**src/rtl/dac_serial_tx_if.sv**
```systemverilog
// Bus between the equalizer back end and the DAC serializer.
// The sample strobe, word and status flags are grouped with the three DAC pins.
interface dac_serial_tx_if #(
  parameter int W = 16
);
  logic [W-1:0] ys;
  logic         start;
  logic         SYNC;
  logic         SCLK;
  logic         DIN;
  logic         busy;
  logic         done;
  logic         overrun;

  modport master (
    output ys, start,
    input  SYNC, SCLK, DIN, busy, done, overrun
  );

  modport slave (
    input  ys, start,
    output SYNC, SCLK, DIN, busy, done, overrun
  );
endinterface

```
**src/rtl/dac_serial_tx.sv**
```systemverilog
// Serial output stage for a 12-bit SPI DAC (PmodDA2-class).
// Shifts each strobed word MSB-first with SYNC/SCLK/DIN.
// Holds one pending word so that a strobe arriving mid-frame is kept.
// All DAC pins and flags are registered copies of the next-state decode, so
// they change only on clk edges and never glitch.
module dac_serial_tx #(
  parameter int CLK_DIV = 2,
  parameter int W       = 16
) (
  input  logic             clk,
  input  logic             Reset,
  dac_serial_tx_if.slave   bus
);

  localparam int DW = (2 * CLK_DIV > 1) ? $clog2(2 * CLK_DIV) : 1;
  localparam int BW = (W > 1) ? $clog2(W) : 1;
  localparam logic [DW-1:0] DIV_LAST = DW'(2 * CLK_DIV - 1);
  localparam logic [DW-1:0] DIV_HALF = DW'(CLK_DIV);
  localparam logic [BW-1:0] BIT_LAST = BW'(W - 1);

  typedef enum logic [1:0] {IDLE, SHIFT, GAP} state_t;

  state_t         state_reg, state_next;
  logic [W-1:0]   shreg_reg, shreg_next;
  logic [W-1:0]   pend_reg, pend_next;
  logic           pend_valid_reg, pend_valid_next;
  logic [BW-1:0]  bitcnt_reg, bitcnt_next;
  logic [DW-1:0]  divcnt_reg, divcnt_next;
  logic           overrun_reg, overrun_next;
  logic           sync_reg, sclk_reg, din_reg, busy_reg, done_reg;
  logic           sync_next, sclk_next, din_next, busy_next, done_next;

  // State and output registers; an active-low reset aborts any frame in progress.
  always_ff @(posedge clk) begin
    if (!Reset) begin
      state_reg      <= IDLE;
      shreg_reg      <= '0;
      pend_reg       <= '0;
      pend_valid_reg <= 1'b0;
      bitcnt_reg     <= '0;
      divcnt_reg     <= '0;
      overrun_reg    <= 1'b0;
      sync_reg       <= 1'b1;
      sclk_reg       <= 1'b1;
      din_reg        <= 1'b0;
      busy_reg       <= 1'b0;
      done_reg       <= 1'b0;
    end else begin
      state_reg      <= state_next;
      shreg_reg      <= shreg_next;
      pend_reg       <= pend_next;
      pend_valid_reg <= pend_valid_next;
      bitcnt_reg     <= bitcnt_next;
      divcnt_reg     <= divcnt_next;
      overrun_reg    <= overrun_next;
      sync_reg       <= sync_next;
      sclk_reg       <= sclk_next;
      din_reg        <= din_next;
      busy_reg       <= busy_next;
      done_reg       <= done_next;
    end
  end

  // Next-state logic: frame sequencing, pending-word capture and pin decode.
  always_comb begin
    state_next      = state_reg;
    shreg_next      = shreg_reg;
    pend_next       = pend_reg;
    pend_valid_next = pend_valid_reg;
    bitcnt_next     = bitcnt_reg;
    divcnt_next     = divcnt_reg;
    overrun_next    = overrun_reg;

    case (state_reg)
      IDLE: begin
        if (bus.start) begin
          shreg_next  = bus.ys;
          bitcnt_next = '0;
          divcnt_next = '0;
          state_next  = SHIFT;
        end
      end
      SHIFT: begin
        if (divcnt_reg == DIV_LAST) begin
          divcnt_next = '0;
          if (bitcnt_reg == BIT_LAST) begin
            state_next = GAP;
          end else begin
            bitcnt_next = bitcnt_reg + 1'b1;
            shreg_next  = {shreg_reg[W-2:0], 1'b0};
          end
        end else begin
          divcnt_next = divcnt_reg + 1'b1;
        end
      end
      GAP: begin
        if (divcnt_reg == DIV_LAST) begin
          divcnt_next = '0;
          bitcnt_next = '0;
          if (pend_valid_reg) begin
            shreg_next      = pend_reg;
            pend_valid_next = 1'b0;
            state_next      = SHIFT;
          end else begin
            state_next = IDLE;
          end
        end else begin
          divcnt_next = divcnt_reg + 1'b1;
        end
      end
      default: state_next = IDLE;
    endcase

    // A strobe while busy always lands in the pending slot, even on the cycle
    // the slot is being drained, so the older pending word goes out first.
    if (bus.start && (state_reg != IDLE)) begin
      pend_next       = bus.ys;
      pend_valid_next = 1'b1;
      if (pend_valid_reg) begin
        overrun_next = 1'b1;
      end
    end

    sync_next = (state_next != SHIFT);
    sclk_next = (state_next != SHIFT) || (divcnt_next < DIV_HALF);
    din_next  = (state_next == SHIFT) ? shreg_next[W-1] : 1'b0;
    busy_next = (state_next != IDLE);
    done_next = (state_next == GAP) && (divcnt_next == DIV_LAST);
  end

  assign bus.SYNC    = sync_reg;
  assign bus.SCLK    = sclk_reg;
  assign bus.DIN     = din_reg;
  assign bus.busy    = busy_reg;
  assign bus.done    = done_reg;
  assign bus.overrun = overrun_reg;

endmodule

```
**src/flat_wrapper.sv**
```systemverilog
// flat-port wrapper written by rule: the top's interface ports become plain ports
module dac_serial_tx_flat 
#(
  parameter int CLK_DIV = 2,
  parameter int W       = 16
)
  (clk, Reset, bus_ys, bus_start, bus_SYNC, bus_SCLK, bus_DIN, bus_busy, bus_done, bus_overrun);
  dac_serial_tx_if #(.W(W)) bus_i ();
  input  logic clk;
  input  logic Reset;
  input wire logic [$bits(bus_i.ys)-1:0] bus_ys;
  input wire logic [$bits(bus_i.start)-1:0] bus_start;
  output wire logic [$bits(bus_i.SYNC)-1:0] bus_SYNC;
  output wire logic [$bits(bus_i.SCLK)-1:0] bus_SCLK;
  output wire logic [$bits(bus_i.DIN)-1:0] bus_DIN;
  output wire logic [$bits(bus_i.busy)-1:0] bus_busy;
  output wire logic [$bits(bus_i.done)-1:0] bus_done;
  output wire logic [$bits(bus_i.overrun)-1:0] bus_overrun;
  assign bus_i.ys = bus_ys;
  assign bus_i.start = bus_start;
  assign bus_SYNC = bus_i.SYNC;
  assign bus_SCLK = bus_i.SCLK;
  assign bus_DIN = bus_i.DIN;
  assign bus_busy = bus_i.busy;
  assign bus_done = bus_i.done;
  assign bus_overrun = bus_i.overrun;
  dac_serial_tx #(.CLK_DIV(CLK_DIV), .W(W)) u_core (.clk(clk), .Reset(Reset), .bus(bus_i));
endmodule
```
**config.mk**
```make
export PLATFORM = sky130hd
export DESIGN_NAME = dac_serial_tx_flat
export DESIGN_NICKNAME = d
export VERILOG_FILES = /design/src/rtl/dac_serial_tx_if.sv /design/src/rtl/dac_serial_tx.sv /design/src/flat_wrapper.sv
export SDC_FILE = /design/constraint.sdc
export NUM_CORES = 1
export LEC_CHECK = 0
export BUFFER_PORTS_ARGS = -buffer_cell sky130_fd_sc_hd__buf_4
export CAP_MARGIN = 20
export CORE_ASPECT_RATIO = 0.5
export CORE_MARGIN = 2
export CORE_UTILIZATION = 60
export CTS_CLUSTER_DIAMETER = 100
export DETAILED_ROUTE_END_ITERATION = 7
export GPL_TIMING_DRIVEN = 0
export PLACE_DENSITY = 0.82
export SLEW_MARGIN = 30
export SYNTH_ARGS = -nofsm -noshare
export SYNTH_HDL_FRONTEND = slang
export SYNTH_SLANG_ARGS = --single-unit
```
**constraint.sdc**
```tcl
create_clock -name clk -period 5.8 [get_ports clk]
set_input_delay 1.16 -clock clk [delete_from_list [all_inputs] [get_ports clk]]
set_output_delay 1.16 -clock clk [all_outputs]
set_load 0.01 [all_outputs]
```
==> results of run 1 <==
[synth_stat cells (2+ instances only)]
cell type,count
sky130_fd_sc_hd__nand4_1,2
sky130_fd_sc_hd__and3_1,2
sky130_fd_sc_hd__a222oi_1,14
sky130_fd_sc_hd__and2_1,2
sky130_fd_sc_hd__dfxtp_1,47
sky130_fd_sc_hd__a211oi_2,7
sky130_fd_sc_hd__nand2b_1,3
sky130_fd_sc_hd__a211oi_1,8
sky130_fd_sc_hd__ha_1,6
sky130_fd_sc_hd__nor2b_1,4
sky130_fd_sc_hd__buf_6,2
sky130_fd_sc_hd__nand3_1,4
sky130_fd_sc_hd__nand2_1,36
sky130_fd_sc_hd__o21ai_0,9
sky130_fd_sc_hd__clkbuf_1,6
sky130_fd_sc_hd__buf_2,7
sky130_fd_sc_hd__buf_1,2
sky130_fd_sc_hd__a21oi_1,40
sky130_fd_sc_hd__o211a_1,3
sky130_fd_sc_hd__and4_1,3
sky130_fd_sc_hd__or3_1,2
sky130_fd_sc_hd__nor2_1,7
sky130_fd_sc_hd__inv_1,5
[cell type report]
type,instances,area [µm²]
buffer,17,87.6
clock buffer,6,72.6
clock inverter,2,12.5
fill,284,963
inverter,6,22.5
multi-input combinational,167,1070
sequential,47,941
tap,51,63.8
timing repair buffer,24,180
[cell families (layout without fill, tap and decap cells)]
| family | count (synthesis) | in the layout | share of synthesized area [%] |
|---|---|---|---|
| flops | 47 | 47 | 44.3 |
| xor+xnor | 1 | 1 | 0.413 |
| fa+ha+maj | 6 | 6 | 3.54 |
| simple gates | 70 | 70 | 16.2 |
| buf+inv | 23 | 55 | 5.19 |
| compound gates | 90 | 90 | 30.3 |
[metal layers]
layer / share of wire [%] / GRT usage (%)
met5: 0 / 0
met2: 48 / 42.9
met3: 4.3 / 6.09
met1: 47 / 31.2
met4: 0.82 / 7.58
[worst min path at each step]
stage	from	to	slack, ns	cells after the start
6_report	u_core.pend_reg[0]$_SDFFE_PN0P_	u_core.pend_reg[0]$_SDFFE_PN0P_	0.46	2
5_1_grt	u_core.pend_reg[12]$_SDFFE_PN0P_	u_core.pend_reg[12]$_SDFFE_PN0P_	0.49	2
4_1_cts	u_core.pend_reg[14]$_SDFFE_PN0P_	u_core.pend_reg[14]$_SDFFE_PN0P_	0.46	2
3_5_place_dp	u_core.pend_reg[14]$_SDFFE_PN0P_	u_core.pend_reg[14]$_SDFFE_PN0P_	0.45	2
3_3_place_gp	u_core.pend_reg[8]$_SDFFE_PN0P_	u_core.pend_reg[8]$_SDFFE_PN0P_	0.44	2
2_1_floorplan	u_core.pend_reg[10]$_SDFFE_PN0P_	u_core.pend_reg[10]$_SDFFE_PN0P_	0.44	2
[cell usage in the layout (no fill, tap or decap), types with 2 or more instances in the layout]
| master | count |
|---|---|
| sky130_fd_sc_hd__nand3_1 | 4 |
| sky130_fd_sc_hd__clkbuf_1 | 7 |
| sky130_fd_sc_hd__a222oi_1 | 14 |
| sky130_fd_sc_hd__nor2_1 | 7 |
| sky130_fd_sc_hd__nor2b_1 | 4 |
| sky130_fd_sc_hd__ha_1 | 6 |
| sky130_fd_sc_hd__clkbuf_8 | 5 |
| sky130_fd_sc_hd__and4_1 | 3 |
| sky130_fd_sc_hd__inv_1 | 5 |
| sky130_fd_sc_hd__a21oi_1 | 40 |
| sky130_fd_sc_hd__buf_2 | 7 |
| sky130_fd_sc_hd__and3_1 | 2 |
| sky130_fd_sc_hd__nand2b_1 | 3 |
| sky130_fd_sc_hd__a211oi_1 | 8 |
| sky130_fd_sc_hd__buf_1 | 2 |
| sky130_fd_sc_hd__buf_4 | 24 |
| sky130_fd_sc_hd__a211oi_2 | 7 |
| sky130_fd_sc_hd__or3_1 | 2 |
| sky130_fd_sc_hd__nand2_1 | 36 |
| sky130_fd_sc_hd__o21ai_0 | 9 |
| sky130_fd_sc_hd__buf_6 | 2 |
| sky130_fd_sc_hd__and2_1 | 2 |
| sky130_fd_sc_hd__o211a_1 | 3 |
| sky130_fd_sc_hd__dfxtp_1 | 47 |
| sky130_fd_sc_hd__nand4_1 | 2 |
[worst max-delay path, cell delays in order]
cell and delay (ns):
sky130_fd_sc_hd__buf_4 0.13, sky130_fd_sc_hd__and2_1 0.12, sky130_fd_sc_hd__buf_2 0.18, sky130_fd_sc_hd__o211a_1 0.24, sky130_fd_sc_hd__or3_4 0.33, sky130_fd_sc_hd__or2_1 0.20
[metrics by stage]
step	hold slack (ns)	total power, mW	std cells
5_1_grt	0.489	0.813	320
3_5_place_dp	0.449	0.580	312
3_3_place_gp	0.443	0.572	312
6_report	0.464	0.769	320
2_1_floorplan	0.436	0.527	237
4_1_cts	0.462	0.771	320
[report_power, final]
group	switching [mW]	internal, mW	leakage, nW
sequential	0.0220	0.362	0.385
combinational	0.105	0.0855	0.498
clock	0.110	0.0844	0.0412
total	0.237	0.532	0.924
==> metrics.txt, run 1 <==
# TYPE chip_impl_metric gauge
chip_impl_info{name="result_of_the_run",value="completed"} 1
chip_impl_metric{name="timing.clock.skew",unit="ns"} 0.00426
chip_impl_metric{name="worstPathArrival",unit="ns"} 2.36
chip_impl_metric{name="detail_route.iter0.violations",unit=""} 143
chip_impl_metric{name="drv_slew",unit=""} 0
chip_impl_info{name="cts_tree",value="done"} 1
chip_impl_info{name="cp-endpoint",value="u_core.bus.busy$_SDFF_PN0_"} 1
chip_impl_metric{name="nets",unit=""} 293
chip_impl_metric{name="detailed_place_hpwl",unit="µm"} 3260
chip_impl_metric{name="drtPass1Iterations",unit=""} 7
chip_impl_metric{name="later_pin_clock_latency_in_the_skew_report",unit="ns"} 0.30
chip_impl_metric{name="timing.max_cap.violations",unit=""} 0
chip_impl_metric{name="final_hold_viol_count",unit=""} 0
chip_impl_metric{name="critical_path_required",unit="ns"} 6.00
chip_impl_metric{name="synthDistinctLibCells",unit=""} 39
chip_impl_metric{name="detail_route.drc_violations",unit=""} 0
chip_impl_metric{name="antenna_found_initial",unit=""} 0
chip_impl_metric{name="power_density",unit="nW/µm²"} 313
chip_impl_info{name="cts_root_buffer",value="sky130_fd_sc_hd__clkbuf_8"} 1
chip_impl_metric{name="grt_use_total",unit="%"} 24.7
chip_impl_metric{name="design_area",unit="µm²"} 2450
chip_impl_metric{name="worst_r2r_path_depth",unit=""} 9
chip_impl_metric{name="grt.overflow.total",unit=""} 0
chip_impl_metric{name="num_io_pins",unit=""} 25
chip_impl_info{name="critical_path.startpoint",value="bus_start"} 1
chip_impl_metric{name="route.vias.total",unit=""} 1910
chip_impl_metric{name="r2r_slack",unit="ns"} 3.67
chip_impl_info{name="min-delay-path-class",value="reg2reg"} 1
chip_impl_metric{name="synthesis.area",unit="µm²"} 2120
chip_impl_metric{name="dpl_cell_area",unit="µm²"} 2370
chip_impl_metric{name="postCtsSetupBuffers",unit=""} 0
chip_impl_metric{name="vias_in_the_first_global_route",unit=""} 1761
chip_impl_info{name="synth_flop_cell",value="sky130_fd_sc_hd__dfxtp_1"} 1
chip_impl_info{name="reg2reg_to",value="u_core.shreg_reg[3]$_SDFFE_PN0P_"} 1
chip_impl_metric{name="wl_per_cell",unit="µm"} 14.5
chip_impl_metric{name="final_core_util",unit="%"} 71.8
chip_impl_metric{name="grt_max_degree",unit=""} 15
chip_impl_metric{name="ys_warn_count",unit=""} 0
chip_impl_info{name="netlist.top_cell.by_area",value="sky130_fd_sc_hd__dfxtp_1"} 1
chip_impl_metric{name="layout-area-overhead-vs-synth",unit="%"} 15.5
chip_impl_info{name="synth_area_leaders",value="sky130_fd_sc_hd__dfxtp_1 44%, sky130_fd_sc_hd__a21oi_1 9.4%, sky130_fd_sc_hd__a222oi_1 6.6%"} 1
chip_impl_info{name="reg2reg_from",value="u_core.state_reg[1]$_SDFF_PN0_"} 1
chip_impl_info{name="timing.critical_path.from_type",value="input port"} 1
chip_impl_metric{name="seq_total_area_yosys",unit="%"} 44.3
chip_impl_metric{name="pre_cts_slack",unit="ns"} 3.33
chip_impl_metric{name="htreeDepth",unit=""} 2
chip_impl_metric{name="design.die.area",unit="µm²"} 4060
chip_impl_metric{name="leakage",unit="nW"} 0.924
chip_impl_metric{name="hold_buffers",unit=""} 0
chip_impl_metric{name="average_instance_area_after_synthesis",unit="µm²"} 8.96
chip_impl_metric{name="gp_congestion",unit=""} 0.829
chip_impl_metric{name="postSynthCellCount",unit=""} 237
chip_impl_info{name="rsz0062_at_grt",value="no"} 1
chip_impl_metric{name="crit_fanout",unit=""} 9
chip_impl_metric{name="cts_max_path_buffers",unit=""} 2
chip_impl_metric{name="min_period_over_period",unit="%"} 37.3
chip_impl_info{name="crit_path_end_kind",value="flip-flop"} 1
chip_impl_metric{name="setup-violations-final",unit=""} 0
chip_impl_metric{name="fp.dieH",unit="µm"} 46.1
chip_impl_metric{name="first_pass_grt_wire_length",unit="µm"} 7700
chip_impl_metric{name="final.setup.worst_slack",unit="ns"} 3.64
chip_impl_metric{name="port_buffers",unit=""} 24
chip_impl_metric{name="fp.dieW",unit="µm"} 88.1
chip_impl_metric{name="postSynthRegisterBits",unit=""} 47
chip_impl_metric{name="vdd_drop_max",unit="V"} 0.000187
chip_impl_metric{name="clkSlewWorstSetupHoldPaths",unit="ns"} 0.09
chip_impl_metric{name="antenna_left",unit=""} 0
chip_impl_metric{name="finalWirelength",unit="µm"} 4630
chip_impl_metric{name="fmax",unit="MHz"} 463
chip_impl_metric{name="fin_setup_tns",unit="ns"} 0
chip_impl_metric{name="synth_top_area_share",unit="%"} 44.3
chip_impl_metric{name="initial_core_util",unit="%"} 62.2
chip_impl_metric{name="n_antenna_cell",unit=""} 0
chip_impl_metric{name="postCtsResizedCells",unit=""} 0
chip_impl_metric{name="layout-drive-gt1-share",unit="%"} 19.7
chip_impl_metric{name="postSynth.asyncResetShare",unit="%"} 0
chip_impl_metric{name="cts.sinks",unit=""} 47
chip_impl_metric{name="slew_headroom",unit="%"} 50.9
chip_impl_metric{name="syn_nets",unit=""} 262
chip_impl_metric{name="routed_via_density",unit=""} 5.97
chip_impl_metric{name="core",unit="µm²"} 3420
chip_impl_metric{name="numCtsBuffers",unit=""} 5
chip_impl_metric{name="placementRows",unit=""} 15
chip_impl_metric{name="timing_worst_slew_pin_value",unit="ns"} 0.728
chip_impl_metric{name="final_period_minus_worst_setup_slack",unit="ns"} 2.16
chip_impl_metric{name="number_of_flops_mapped_to_enable_cells_by_yosys",unit=""} 0
chip_impl_info{name="timing.setup.critical_path_class",value="in2reg"} 1
Note: power is estimated with default switching activity, not from simulation.
==> run 2, diff against run 1 <==
Settings changed: CORE_UTILIZATION 60 to 51, PLACE_DENSITY 0.82 to 0.74.
Clock period 5.8 ns to 1.7 ns, I/O delays scaled along.
==> metrics.txt, run 2 (same netlist as run 1, synthesis figures left out) <==
# TYPE chip_impl_metric gauge
chip_impl_info{name="worst_hold_path.endpoint",value="u_core.pend_reg[8]$_SDFFE_PN0P_"} 1
chip_impl_metric{name="fin_setup_tns",unit="ns"} -0.230
chip_impl_metric{name="grt_use_total",unit="%"} 22.7
chip_impl_metric{name="grt_max_degree",unit=""} 15
chip_impl_metric{name="multi_input_comb_area",unit="µm²"} 1160
chip_impl_info{name="violations",value="negative setup slack"} 1
chip_impl_metric{name="numCtsBuffers",unit=""} 5
chip_impl_metric{name="layout-area-overhead-vs-synth",unit="%"} 28.2
chip_impl_metric{name="switching_power",unit="µW"} 864
chip_impl_info{name="min_from",value="bus_ys[8]"} 1
chip_impl_metric{name="num_io_pins",unit=""} 25
chip_impl_metric{name="design.die.area",unit="µm²"} 4730
chip_impl_metric{name="final.setup.worst_slack",unit="ns"} -0.0571
chip_impl_metric{name="antenna_left",unit=""} 0
chip_impl_metric{name="fp.dieW",unit="µm"} 95.3
chip_impl_metric{name="seq_power_share",unit="%"} 46.5
chip_impl_metric{name="fin_hold_ws",unit="ns"} 0.291
chip_impl_metric{name="r2r_slack",unit="ns"} -0.06
chip_impl_metric{name="min_period_over_period",unit="%"} 103
chip_impl_metric{name="fillers",unit=""} 313
chip_impl_metric{name="slew_headroom",unit="%"} 51.7
chip_impl_metric{name="route.vias.total",unit=""} 1966
chip_impl_metric{name="switching_share",unit="%"} 30.4
chip_impl_info{name="crit_path_end_kind",value="flip-flop"} 1
chip_impl_metric{name="htreeDepth",unit=""} 2
chip_impl_info{name="timing.critical_path.from_type",value="flip-flop"} 1
chip_impl_metric{name="critical_path_required",unit="ns"} 1.89
chip_impl_metric{name="port_buffers",unit=""} 24
chip_impl_metric{name="p_total",unit="mW"} 2.84
chip_impl_metric{name="antenna_found_initial",unit=""} 0
chip_impl_metric{name="leakage",unit="nW"} 1.03
chip_impl_metric{name="detail_route.drc_violations",unit=""} 0
chip_impl_metric{name="later_pin_clock_latency_in_the_skew_report",unit="ns"} 0.30
chip_impl_metric{name="power_frac_clock",unit="%"} 23.3
chip_impl_metric{name="detailed_place_hpwl",unit="µm"} 3270
chip_impl_info{name="timing.setup.critical_path_class",value="reg2reg"} 1
chip_impl_metric{name="nets",unit=""} 305
chip_impl_metric{name="worstPathArrival",unit="ns"} 1.95
chip_impl_metric{name="share_comb_of_total_power",unit="%"} 30.2
chip_impl_metric{name="routed_via_density",unit=""} 5.87
chip_impl_info{name="layout.cells.most_common_list",value="45 x sky130_fd_sc_hd__dfxtp_1, 40 x sky130_fd_sc_hd__a21oi_1, 36 x sky130_fd_sc_hd__nand2_1"} 1
chip_impl_metric{name="timing_worst_slew_pin_value",unit="ns"} 0.715
chip_impl_metric{name="cts_max_path_buffers",unit=""} 2
chip_impl_metric{name="power_density",unit="nW/µm²"} 1040
chip_impl_metric{name="setup-violations-final",unit=""} 10
chip_impl_metric{name="fp.dieH",unit="µm"} 49.6
chip_impl_metric{name="initial_core_util",unit="%"} 53.8
chip_impl_metric{name="drv_slew",unit=""} 0
chip_impl_metric{name="clkSlewWorstSetupHoldPaths",unit="ns"} 0.09
chip_impl_metric{name="regArea",unit="µm²"} 948
chip_impl_info{name="cts_root_buffer",value="sky130_fd_sc_hd__clkbuf_8"} 1
chip_impl_metric{name="final_hold_viol_count",unit=""} 0
chip_impl_metric{name="drtPass1Iterations",unit=""} 7
chip_impl_info{name="cts_tree",value="done"} 1
chip_impl_metric{name="n_antenna_cell",unit=""} 0
chip_impl_metric{name="holdPathStages",unit=""} 3
chip_impl_metric{name="placementRows",unit=""} 16
chip_impl_metric{name="gp_congestion",unit=""} 0.890
chip_impl_metric{name="fmax",unit="MHz"} 569
chip_impl_metric{name="hold_buffers",unit=""} 0
chip_impl_metric{name="cts.sinks",unit=""} 47
chip_impl_metric{name="timing.clock.skew",unit="ns"} 0.00259
chip_impl_info{name="reg2reg_from",value="u_core.state_reg[1]$_SDFF_PN0_"} 1
chip_impl_metric{name="grt.overflow.total",unit=""} 0
chip_impl_info{name="most_common_library_cell_in_the_layout_ignoring_fill_and_taps",value="sky130_fd_sc_hd__dfxtp_1"} 1
chip_impl_metric{name="core",unit="µm²"} 3940
chip_impl_metric{name="vdd_drop_max",unit="V"} 0.000612
chip_impl_metric{name="wl_per_cell",unit="µm"} 15.1
chip_impl_metric{name="timing.max_cap.violations",unit=""} 0
chip_impl_metric{name="cell_internal_pwr",unit="mW"} 1.98
chip_impl_metric{name="first_pass_grt_wire_length",unit="µm"} 8370
chip_impl_metric{name="worst_r2r_path_depth",unit=""} 6
chip_impl_info{name="rsz0062_at_grt",value="yes"} 1
chip_impl_metric{name="crit_fanout",unit=""} 5
chip_impl_info{name="result_of_the_run",value="complete, but fails checks"} 1
chip_impl_metric{name="final_period_minus_worst_setup_slack",unit="ns"} 1.76
chip_impl_info{name="min-delay-path-class",value="in2reg"} 1
chip_impl_metric{name="finalWirelength",unit="µm"} 5060
chip_impl_metric{name="layout-drive-gt1-share",unit="%"} 31.3
chip_impl_metric{name="vias_in_the_first_global_route",unit=""} 1811
chip_impl_metric{name="detail_route.iter0.violations",unit=""} 173
chip_impl_info{name="reg2reg_to",value="u_core.bus.busy$_SDFF_PN0_"} 1
[run 2: changes by cell type in the layout (fill, tap and decap cells not counted), moves of 3 or more]
cell                       before  now
sky130_fd_sc_hd__ha_1           6    0
sky130_fd_sc_hd__clkbuf_1       7    3
sky130_fd_sc_hd__inv_1          5    2
sky130_fd_sc_hd__buf_4         24   35
sky130_fd_sc_hd__ha_4           0    3
sky130_fd_sc_hd__clkbuf_2       0    3
sky130_fd_sc_hd__ha_2           0    3
sky130_fd_sc_hd__buf_2          7    1
sky130_fd_sc_hd__buf_6          2    7
[run 2: worst max-delay path: stages (launching register included)]
cell,delay (ns)
sky130_fd_sc_hd__dfxtp_4,0.37
sky130_fd_sc_hd__buf_6,0.12
sky130_fd_sc_hd__ha_4,0.17
sky130_fd_sc_hd__nor2b_2,0.17
sky130_fd_sc_hd__o211a_1,0.23
sky130_fd_sc_hd__or3_4,0.36
sky130_fd_sc_hd__or2_1,0.22
[run 2: area by class of cell]
type                    instances  share of cell area (%)
clock inverters                 2                   0.460
multi-input cells             167                    42.8
inverters                       6                   0.919
plain buffers                  14                    3.63
flip-flops and latches         47                    34.8
repair buffers                 39                    12.2
well taps                      54                    2.48
clock buffers                   6                    2.67
[run 2: how the worst max path moves through the flow]
stage          slack (ns)  depth (start not counted)                                to                           start
4_1_cts             -0.07                          6        u_core.bus.busy$_SDFF_PN0_  u_core.state_reg[1]$_SDFF_PN0_
6_report            -0.06                          6        u_core.bus.busy$_SDFF_PN0_  u_core.state_reg[1]$_SDFF_PN0_
3_3_place_gp        -0.17                          9  u_core.shreg_reg[4]$_SDFFE_PN0P_  u_core.state_reg[1]$_SDFF_PN0_
5_1_grt             -0.12                          6        u_core.bus.busy$_SDFF_PN0_  u_core.state_reg[1]$_SDFF_PN0_
2_1_floorplan      -0.008                          9  u_core.shreg_reg[3]$_SDFFE_PN0P_  u_core.state_reg[1]$_SDFF_PN0_
3_5_place_dp        -0.18                          9  u_core.shreg_reg[3]$_SDFFE_PN0P_  u_core.state_reg[1]$_SDFF_PN0_
[run 2: power by group through the flow]
stage / Clock, mW / Combinational (mW) / Sequential [mW]
after floorplan: 0 / 0.531 / 1.32
after global placement: 0 / 0.685 / 1.33
after detailed placement: 0 / 0.699 / 1.34
after CTS: 0.674 / 0.844 / 1.31
after global routing: 0.729 / 0.939 / 1.33
final: 0.662 / 0.858 / 1.32
[run 2: layer usage]
layer  up-vias  global-route usage, %  part of all wire, %
met5         -                      0                    0
met4         0                   6.52                 0.45
met3         4                   5.81                  3.7
met2        38                   35.2                   45
met1       956                   31.2                   51
li1        968                      -                    -
[run 2: metrics by stage]
stage | setup WS, ns | cells | instance area [µm²] | util (%)
after detailed placement | -0.182 | 315 | 2440 | 61.9
after CTS | -0.0650 | 334 | 2690 | 68.1
after global routing | -0.120 | 335 | 2720 | 69.0
final | -0.0571 | 335 | 2720 | 69.0
after global placement | -0.172 | 315 | 2440 | 61.9
after floorplan | -0.00766 | 237 | 2190 | -
[run 2: timing repair]
action	4_1_cts	5_1_grt
pin swaps	18	10
setup endpoints to repair	32	34
gates resized for setup	21	13
setup buffers	11	2
cloned	2	0
hold endpoints to repair	0	0
==> run 3, diff against run 2 <==
Settings changed: CELL_PAD_IN_SITES_DETAIL_PLACEMENT set to 0, CELL_PAD_IN_SITES_GLOBAL_PLACEMENT set to 2, CORE_UTILIZATION 51 to 32, PLACE_DENSITY 0.74 to unset, PLACE_DENSITY_LB_ADDON set to 0.1.
==> metrics.txt, run 3 (same netlist as run 1, synthesis figures left out) <==
# TYPE chip_impl_metric gauge
chip_impl_info{name="result_of_the_run",value="complete, but fails checks"} 1
chip_impl_info{name="violations",value="negative setup slack"} 1
chip_impl_metric{name="nets",unit=""} 304
chip_impl_metric{name="cp.buffers_inverters",unit=""} 1
chip_impl_metric{name="htreeDepth",unit=""} 2
chip_impl_metric{name="final_core_util",unit="%"} 47.6
chip_impl_metric{name="port_buffers",unit=""} 24
chip_impl_metric{name="clkSlewWorstSetupHoldPaths",unit="ns"} 0.06
chip_impl_metric{name="gp_congestion",unit=""} 0.760
chip_impl_metric{name="dpl_cell_area",unit="µm²"} 2480
chip_impl_metric{name="fmax",unit="MHz"} 575
chip_impl_metric{name="cts_max_path_buffers",unit=""} 2
chip_impl_metric{name="pre_cts_slack",unit="ns"} -0.232
chip_impl_metric{name="detail_route.iter0.violations",unit=""} 184
chip_impl_info{name="timing.setup.critical_path_class",value="reg2reg"} 1
chip_impl_metric{name="route.vias.total",unit=""} 1958
chip_impl_metric{name="grt_use_total",unit="%"} 17.0
chip_impl_info{name="cts_tree",value="done"} 1
chip_impl_info{name="reg2reg_from",value="u_core.state_reg[1]$_SDFF_PN0_"} 1
chip_impl_metric{name="dpl.cell_count",unit=""} 349
chip_impl_metric{name="antenna_found_initial",unit=""} 0
chip_impl_metric{name="fp.dieW",unit="µm"} 119
chip_impl_metric{name="crit_fanout",unit=""} 4
chip_impl_metric{name="leakage",unit="nW"} 1.09
chip_impl_metric{name="later_pin_clock_latency_in_the_skew_report",unit="ns"} 0.29
chip_impl_metric{name="finalWirelength",unit="µm"} 6080
chip_impl_metric{name="first_pass_grt_wire_length",unit="µm"} 9530
chip_impl_metric{name="grt.overflow.total",unit=""} 0
chip_impl_metric{name="cts.sinks",unit=""} 47
chip_impl_metric{name="min_period_over_period",unit="%"} 102
chip_impl_metric{name="detail_route.drc_violations",unit=""} 0
chip_impl_metric{name="slew_headroom",unit="%"} 55.0
chip_impl_metric{name="hold_buffers",unit=""} 0
chip_impl_metric{name="antenna_left",unit=""} 0
chip_impl_metric{name="placementRows",unit=""} 20
chip_impl_info{name="cp_max_delay_cell",value="sky130_fd_sc_hd__dfxtp_4"} 1
chip_impl_info{name="crit_path_end_kind",value="flip-flop"} 1
chip_impl_metric{name="timing_worst_slew_pin_value",unit="ns"} 0.676
chip_impl_metric{name="vias_in_the_first_global_route",unit=""} 1878
chip_impl_info{name="rsz0062_at_grt",value="yes"} 1
chip_impl_metric{name="detailed_place_hpwl",unit="µm"} 3800
chip_impl_metric{name="routed_via_density",unit=""} 5.32
chip_impl_info{name="reg2reg_to",value="u_core.bus.busy$_SDFF_PN0_"} 1
chip_impl_info{name="most_common_library_cell_in_the_layout_ignoring_fill_and_taps",value="sky130_fd_sc_hd__dfxtp_1"} 1
chip_impl_info{name="cts_root_buffer",value="sky130_fd_sc_hd__clkbuf_16"} 1
chip_impl_metric{name="layout-area-overhead-vs-synth",unit="%"} 39.6
chip_impl_metric{name="vdd_drop_max",unit="V"} 0.000570
chip_impl_info{name="cp_cell_sequence",value="buf_6 -> ha_4 -> and3_4 -> o211a_1 -> or3_4 -> or2_1"} 1
chip_impl_info{name="timing.critical_path.from_type",value="flip-flop"} 1
chip_impl_metric{name="final.setup.worst_slack",unit="ns"} -0.0405
chip_impl_metric{name="numCtsBuffers",unit=""} 5
chip_impl_metric{name="setup-violations-final",unit=""} 1
chip_impl_metric{name="final_hold_viol_count",unit=""} 0
chip_impl_metric{name="core",unit="µm²"} 6230
chip_impl_info{name="layout.cells.most_common_list",value="43 x sky130_fd_sc_hd__dfxtp_1, 36 x sky130_fd_sc_hd__nand2_1, 35 x sky130_fd_sc_hd__a21oi_1"} 1
chip_impl_metric{name="grt_max_degree",unit=""} 14
chip_impl_info{name="min-delay-path-class",value="in2reg"} 1
chip_impl_metric{name="worst_r2r_path_depth",unit=""} 6
chip_impl_metric{name="design.die.area",unit="µm²"} 7340
chip_impl_info{name="critical_path.startpoint",value="u_core.state_reg[1]$_SDFF_PN0_"} 1
chip_impl_metric{name="fp.dieH",unit="µm"} 61.6
chip_impl_metric{name="r2r_slack",unit="ns"} -0.04
chip_impl_metric{name="fillers",unit=""} 608
chip_impl_metric{name="critical_path_required",unit="ns"} 1.88
chip_impl_metric{name="power_density",unit="nW/µm²"} 1110
chip_impl_metric{name="wl_per_cell",unit="µm"} 16.5
chip_impl_metric{name="n_antenna_cell",unit=""} 0
chip_impl_metric{name="p_total",unit="mW"} 3.30
chip_impl_metric{name="fin_setup_tns",unit="ns"} -0.0405
chip_impl_metric{name="finish.cell_count_without_fillers",unit=""} 368
chip_impl_metric{name="fin_hold_ws",unit="ns"} 0.308
chip_impl_metric{name="drtPass1Iterations",unit=""} 7
chip_impl_metric{name="final_period_minus_worst_setup_slack",unit="ns"} 1.74
chip_impl_metric{name="num_io_pins",unit=""} 25
chip_impl_metric{name="drv_slew",unit=""} 0
chip_impl_metric{name="worstPathArrival",unit="ns"} 1.92
chip_impl_metric{name="timing.max_cap.violations",unit=""} 0
chip_impl_metric{name="design_area",unit="µm²"} 2960
chip_impl_metric{name="initial_core_util",unit="%"} 34.1
chip_impl_metric{name="layout-drive-gt1-share",unit="%"} 35.0
chip_impl_metric{name="timing.clock.skew",unit="ns"} 0.00521
chip_impl_metric{name="critical-path-max-stage-delay",unit="ns"} 0.36
chip_impl_info{name="crit_family",value="simple AND/OR/NAND/NOR gates"} 1
chip_impl_metric{name="total_stage_count_of_the_critical_path",unit=""} 6
chip_impl_info{name="cp-endpoint",value="u_core.bus.busy$_SDFF_PN0_"} 1
-- run 3: final cells by class --
cell class	count	area, µm²	area share [%]
clock inverter	1	5.00	0.169
buffer	13	92.6	3.12
sequential	47	951	32.1
multi-input combinational	167	1270	43.0
tap	88	110	3.71
timing repair buffer	39	370	12.5
inverter	6	27.5	0.929
clock buffer	7	133	4.47
-- run 3: how the worst min path moves through the flow --
stage                                           from                          endpoint  slack, ns  cells after the start
floorplan           u_core.pend_reg[10]$_SDFFE_PN0P_  u_core.pend_reg[10]$_SDFFE_PN0P_       0.44                      2
global placement     u_core.pend_reg[8]$_SDFFE_PN0P_   u_core.pend_reg[8]$_SDFFE_PN0P_       0.45                      2
detailed placement  u_core.pend_reg[13]$_SDFFE_PN0P_  u_core.pend_reg[13]$_SDFFE_PN0P_       0.45                      2
CTS                                        bus_ys[8]   u_core.pend_reg[8]$_SDFFE_PN0P_       0.30                      3
global route                               bus_ys[8]   u_core.pend_reg[8]$_SDFFE_PN0P_       0.30                      3
finish                                     bus_ys[3]   u_core.pend_reg[3]$_SDFFE_PN0P_       0.31                      3
-- run 3: per-layer routing --
layer  share of wire [%]  vias to the layer above  GRT usage, %
li1                    -                      969             -
met1                  50                      956          23.3
met2                  46                       31          27.3
met3                 3.9                        2          4.44
met4                0.35                        0          4.08
met5                   0                        -             0
-- run 3: worst reg2reg max path: stages, from the launching register on --
cell and delay, ns:
sky130_fd_sc_hd__dfxtp_4 0.36, sky130_fd_sc_hd__buf_6 0.12, sky130_fd_sc_hd__ha_4 0.17, sky130_fd_sc_hd__and3_4 0.21, sky130_fd_sc_hd__o211a_1 0.24, sky130_fd_sc_hd__or3_4 0.33
sky130_fd_sc_hd__or2_1 0.20
-- run 3: report_power, final --
group	switching (mW)	internal (mW)
registers	0.0910	1.24
logic	0.474	0.536
clock network	0.412	0.544
-- run 3: what timing repair did --
item	in CTS	in global routing
setup endpoints to repair	33	32
pin swaps	14	21
buffers inserted	11	2
gates resized for setup	26	30
cloned	1	1
